===== src/rtl/pc_seq_pkg.sv =====
// Shared encodings and defaults for the next-PC sequencer.
package pc_seq_pkg;

    typedef enum logic [1:0] {
        NPC_SEQ = 2'b00,
        NPC_BR  = 2'b01,
        NPC_J   = 2'b10,
        NPC_JR  = 2'b11
    } npc_op_e;

    typedef enum logic {
        ST_HANDLER = 1'b0,
        ST_RUN     = 1'b1
    } seq_state_e;

    localparam logic [4:0]  EXC_INT      = 5'd0;
    localparam logic [4:0]  EXC_ADEL     = 5'd4;

    localparam logic [31:0] DEF_RESET_PC = 32'h0000_3000;
    localparam logic [31:0] DEF_EXC_VEC  = 32'h0000_4180;

endpackage


===== src/rtl/pc_seq_reg.sv =====
// Program counter register: async active-low reset to RESET_PC, load when en.
module pc_reg
    import pc_seq_pkg::*;
#(
    parameter logic [31:0] RESET_PC = DEF_RESET_PC
) (
    input  logic        clk,
    input  logic        rst_n,
    input  logic        en,
    input  logic [31:0] d,
    output logic [31:0] q
);

    always_ff @(posedge clk or negedge rst_n) begin
        if (!rst_n)
            q <= RESET_PC;
        else if (en)
            q <= d;
    end

endmodule


===== src/rtl/pc_seq.sv =====
// Next-PC sequencer and exception controller.
// Optional jr alignment exception enabled by defining PC_ALIGN_CHECK_EN.
module pc_seq
    import pc_seq_pkg::*;
#(
    parameter logic [31:0] RESET_PC = DEF_RESET_PC,
    parameter logic [31:0] EXC_VEC  = DEF_EXC_VEC
) (
    input  logic        clk,
    input  logic        rst_n,
    input  logic        stall,
    input  logic [1:0]  npc_op,
    input  logic        br_taken,
    input  logic [15:0] imm16,
    input  logic [25:0] instr_index,
    input  logic [31:0] rs_val,
    input  logic        irq,
    input  logic        eret,
    output logic [31:0] pc,
    output logic [31:0] pc_plus4,
    output logic [31:0] epc,
    output logic        in_handler,
    output logic        int_ack,
    output logic [4:0]  exc_code
);

    seq_state_e  state;
    logic [31:0] npc;
    logic [31:0] pc_d;
    logic [31:0] jr_target;
    logic        adel;

`ifdef PC_ALIGN_CHECK_EN
    assign jr_target = rs_val;
    assign adel      = (npc_op == NPC_JR) && (rs_val[1:0] != 2'b00);
`else
    assign jr_target = rs_val & 32'hFFFF_FFFC;
    assign adel      = 1'b0;
`endif

    assign pc_plus4   = pc + 32'd4;
    assign in_handler = (state == ST_HANDLER);

    always_comb begin
        npc = pc_plus4;
        case (npc_op_e'(npc_op))
            NPC_SEQ: npc = pc_plus4;
            NPC_BR:  npc = br_taken ? pc_plus4 + {{14{imm16[15]}}, imm16, 2'b00} : pc_plus4;
            NPC_J:   npc = {pc_plus4[31:28], instr_index, 2'b00};
            NPC_JR:  npc = jr_target;
            default: npc = pc_plus4;
        endcase
    end

    always_comb begin
        pc_d = npc;
        if (adel)
            pc_d = EXC_VEC;
        else if (irq && state == ST_RUN)
            pc_d = EXC_VEC;
        else if (eret && state == ST_HANDLER)
            pc_d = epc;
    end

    pc_reg #(.RESET_PC(RESET_PC)) u_pc_reg (
        .clk   (clk),
        .rst_n (rst_n),
        .en    (~stall),
        .d     (pc_d),
        .q     (pc)
    );

    // int_ack clears every edge so it stays a single-cycle pulse even under stall
    always_ff @(posedge clk or negedge rst_n) begin
        if (!rst_n) begin
            state    <= ST_RUN;
            epc      <= '0;
            int_ack  <= 1'b0;
            exc_code <= EXC_INT;
        end else begin
            int_ack <= 1'b0;
            if (!stall) begin
                if (adel) begin
                    epc      <= pc;
                    state    <= ST_HANDLER;
                    exc_code <= EXC_ADEL;
                    int_ack  <= 1'b1;
                end else if (irq && state == ST_RUN) begin
                    epc      <= npc;
                    state    <= ST_HANDLER;
                    exc_code <= EXC_INT;
                    int_ack  <= 1'b1;
                end else if (eret && state == ST_HANDLER) begin
                    state <= ST_RUN;
                end
            end
        end
    end

endmodule


===== config.mk =====
export PLATFORM = sky130hd
export DESIGN_NAME = pc_seq
export DESIGN_NICKNAME = d
export VERILOG_FILES = /design/src/rtl/pc_seq_pkg.sv /design/src/rtl/pc_seq_reg.sv /design/src/rtl/pc_seq.sv
export SDC_FILE = /design/constraint.sdc
export NUM_CORES = 1
export LEC_CHECK = 0
export ABC_AREA = 0
export BUFFER_PORTS_ARGS = -buffer_cell sky130_fd_sc_hd__buf_2
export CAP_MARGIN = 20
export CORE_ASPECT_RATIO = 1.5
export CORE_MARGIN = 5
export CORE_UTILIZATION = 40
export DETAILED_ROUTE_END_ITERATION = 8
export PLACE_DENSITY = 0.71
export SLEW_MARGIN = 25
export SYNTH_ARGS = -nofsm -noshare
export SYNTH_HDL_FRONTEND = slang
export SYNTH_HIERARCHICAL = 1
export SYNTH_SLANG_ARGS = --single-unit
export TNS_END_PERCENT = 20

===== constraint.sdc =====
create_clock -name clk -period 7.7 [get_ports clk]
set_clock_uncertainty 0.05 [all_clocks]
set_input_delay 0.385 -clock clk [delete_from_list [all_inputs] [get_ports clk]]
set_output_delay 0.385 -clock clk [all_outputs]
set_load 0.1 [all_outputs]

==> metrics list <==
* Final period demand of the worst path: slightly below 5 ns
* Total grt overflow: 0
- Clock-pin transition on the worst setup and hold timing paths: 0.06 ns
* Synth unique cells: 82
- Sorting the synthesized cells by area gives the leading types as sky130_fd_sc_hd__dfrtp_1 24%, sky130_fd_sc_hd__mux2_4 6.9%, sky130_fd_sc_hd__ha_1 6.7%.
* Synth top area share: about a quarter
- Largest driver fanout on the critical path: 7
- Number of max-capacitance violations reported: 0
- Mean Syn Cell Area: a little over 8 um2
- Once the clock tree was built, the resizer swapped 0 gates to a different size.
- The biggest area contributor in the post-synthesis netlist is sky130_fd_sc_hd__dfrtp_1.
* Antenna cells: 0
- Routed via count divided by cell count: ~5.9
* RSZ-0062 raised after global routing: false
- Placed instance count: 1131
- The flow ran to the end, and the final reports show no timing, DRC or antenna violations.
- Multi-input combinational cell area: ~4500 um2
* Static leakage: 3.777 nW
- # port buffers: 177
- Starting density of the core: 40.61%
- Floorplan row count: 57
* Most common cell in the synthesized netlist: sky130_fd_sc_hd__nand2_1
- GRT Resource Usage Total: 23.67%
* Largest net degree at the start of global routing: 67
- Number of cells produced by synthesis: 787
- Number of failing setup endpoints in the final timing report: 0
- Die Outline Area: about 19000 um2
- The worst pin sits at a relative slew slack of between 20% and 30%.
- Counting flops and latches in the post-synthesis netlist gives 66.
- Drt first-iter violations: 697
- Buffers inserted during clock tree synthesis total 9.
- Top cells by count, synth: 113 x sky130_fd_sc_hd__nand2_1, 65 x sky130_fd_sc_hd__a21oi_1, 63 x sky130_fd_sc_hd__dfrtp_1
* Number of pins with negative max-slew slack in the final report: 0
- Wires add up to 23530 um.
* Post-synthesis to final-layout area growth: 18.25%
- Cell chosen for the clock root: sky130_fd_sc_hd__clkbuf_16
* Arrival time worst endpoint: 5.12 ns
- Sequential elements use approximately 25% of the synthesized area.
- Critical path class: flip-flop to flip-flop
* Summed area of non-filler cells in the final layout: between 7000 and 8000 um2
- After synthesis, the share of flip-flops with an asynchronous set or reset is 100.0%.
- TritonCTS built the clock tree.
* DR WL/cell: around 21 um
- Crit end category: flip-flop
* P per Cell Area: 452.3 nW/um2
* Measured slew at the worst slew-check pin: 1.112 ns
- Sinks on Clock Net: between 60 and 70
* Worst hold-check path type: input pin to async pin
* Post-synth EDFFs: 0
- Number of global-route vias before repair: approximately 6500
- For the worst setup path, the data required time is 7.87 ns.
* DRC violation count after routing: 0
* Startpoint type of the worst setup path: flip-flop
* Number of top-level pins: 185
* FMAX: 201.9 MHz
- Across the whole layout, storage elements account for 1655 um2.
- The worst-case IR drop observed on VDD is roughly 0.34 mV.
- For this design, the slowest cell found on the critical path is sky130_fd_sc_hd__dfrtp_1.
- Global-route wire length before repair: 35380 um
- For the worst-skew pair, the clock arrives at the later sink with an insertion delay of around 0.33 ns.
* Cell chain of the critical path: ha_1 > nand4_1 > or2_1 > nor4_4 > nand3_1 > xnor2_1 > ha_1 > a21oi_1 > o211ai_1 > a31oi_1 > nand3_1 > nand4_1 > or4b_1 > nor2_1 > o31ai_1 > mux2_2
* Total cell area at the placement stage: 7443 um2
- Overall die height: roughly 170 um
* Count of H-tree levels built during CTS: 3
* Number of buffers added for setup after CTS: 0
- The number of antenna violations at the first check in global routing is 0.
* Final layout net count: around 1100
* Total via count after detailed routing: 6801
* ANT nets after route: 0
* Total of fill cells in the finished design: 1627
- DP HPWL: 17940 um
- Primary FF master, synth: sky130_fd_sc_hd__dfrtp_1
* Die boundary width: about 110 um
- In this run, post-CTS hold repair placed 0 buffers.
- Cell Area, Synth: between 6000 and 7000 um2
- Counting along the longest clock path gives a buffer depth of 2.
* Core Footprint: 16120 um2
- Non-filler cells, final: 1147
* Period Utilization, post-route: between 60% and 70%
* Final TNS setup: 0 ns
* Share of final-layout standard cells stronger than drive strength 1: 27.74%
* Critical path's largest stage delay: around 0.48 ns
- The number of hold-slack violations in the final timing report came to 0.
- At the end of routability-driven placement, the weighted congestion stood at roughly 0.95.
* Number of iterations in the first detailed-routing pass: 5
* Number of warning messages in the yosys log: 6
sequential cells by signal, indices dropped and copies added, names as in the netlist:
register    flops
u_pc_reg/q     32
state           1
int_ack         1
epc            32
report_power, final:
part           internal [W]  switching [W]
Sequential         0.000460       0.000150
Clock              0.000260       0.000152
Combinational      0.000542        0.00194
Total               0.00126        0.00224
layer usage:
metal | vias up | routed length [um] | GRT usage (%)
li1 | 3167 | - | -
met1 | 3284 | 8838 | 28.36
met2 | 296 | 11980 | 41.39
met3 | 54 | 1718 | 4.392
met4 | 0 | 985 | 8.889
met5 | - | 0 | 0
logic make-up (layout without fill, tap and decap cells):
family          count (synthesis)  after routing  synth area share [%]
flops                          66             66                 25.29
simple gates                  257            257                 19.11
fa+ha+maj                      36             36                 6.995
compound gates                244            244                 23.43
buf+inv                        73            223                 6.231
other cells                     1              5               0.05728
mux                            67             67                 12.73
xor+xnor                       43             43                 6.155
cells in the final DEF (no fill, tap or decap), types with 15 or more instances in the layout:
cell type                  instances
sky130_fd_sc_hd__a21o_1           16
sky130_fd_sc_hd__a211oi_1         17
sky130_fd_sc_hd__mux2i_1          27
sky130_fd_sc_hd__mux2_4           30
sky130_fd_sc_hd__ha_1             35
sky130_fd_sc_hd__buf_2           177
sky130_fd_sc_hd__nor2_1           44
sky130_fd_sc_hd__o21ai_1          15
sky130_fd_sc_hd__nor3_1           19
sky130_fd_sc_hd__nand3_1          22
sky130_fd_sc_hd__dfrtp_1          63
sky130_fd_sc_hd__a21oi_1          65
sky130_fd_sc_hd__inv_1            19
sky130_fd_sc_hd__o21ai_0          50
sky130_fd_sc_hd__nand2_1         113
sky130_fd_sc_hd__xnor2_1          28
worst max-delay path: cells and delay by family, from the launching register on:
kind / cells / cell delay, ns
simple gates: 8 / 2.34
fa+ha+maj: 2 / 0.64
compound gates: 4 / 0.64
flops: 1 / 0.48
xor+xnor: 1 / 0.40
mux: 1 / 0.28
worst paths after layout:
path                                from              to  slack [ns]  cells past startpoint
setup / recovery           u_pc_reg/q[2]  u_pc_reg/q[31]        2.75                     16
min in group clk                    eret           state        0.28                      3
setup reg to reg           u_pc_reg/q[2]  u_pc_reg/q[31]        2.75                     16
max in group asynchronous          rst_n         epc[21]        6.82                      2
hold reg to reg                   epc[5]          epc[5]        0.45                      1
hold / removal                     rst_n          epc[6]        0.21                      2
layout make-up:
cell class / count / area share (%)
multi-input cells: 652 / 58.14
flip-flops and latches: 66 / 21.38
repair buffers: 185 / 12.22
well taps: 206 / 3.330
clock buffers: 12 / 3.184
inverters: 22 / 1.083
clock inverters: 4 / 0.6627
per-stage QoR:
stage	hold WS (ns)	util, %	power [W]	setup slack [ns]
6_report	0.2075	48.03	0.003502	2.747
5_1_grt	0.2862	48.03	0.003650	2.451
4_1_cts	0.2433	48.03	0.003498	2.803
3_5_place_dp	0.4405	46.18	0.003081	2.825
3_3_place_gp	0.4325	46.18	0.003064	2.910
2_1_floorplan	0.03941	-	0.002594	1.175
Note: power is estimated with default switching activity, not from simulation.
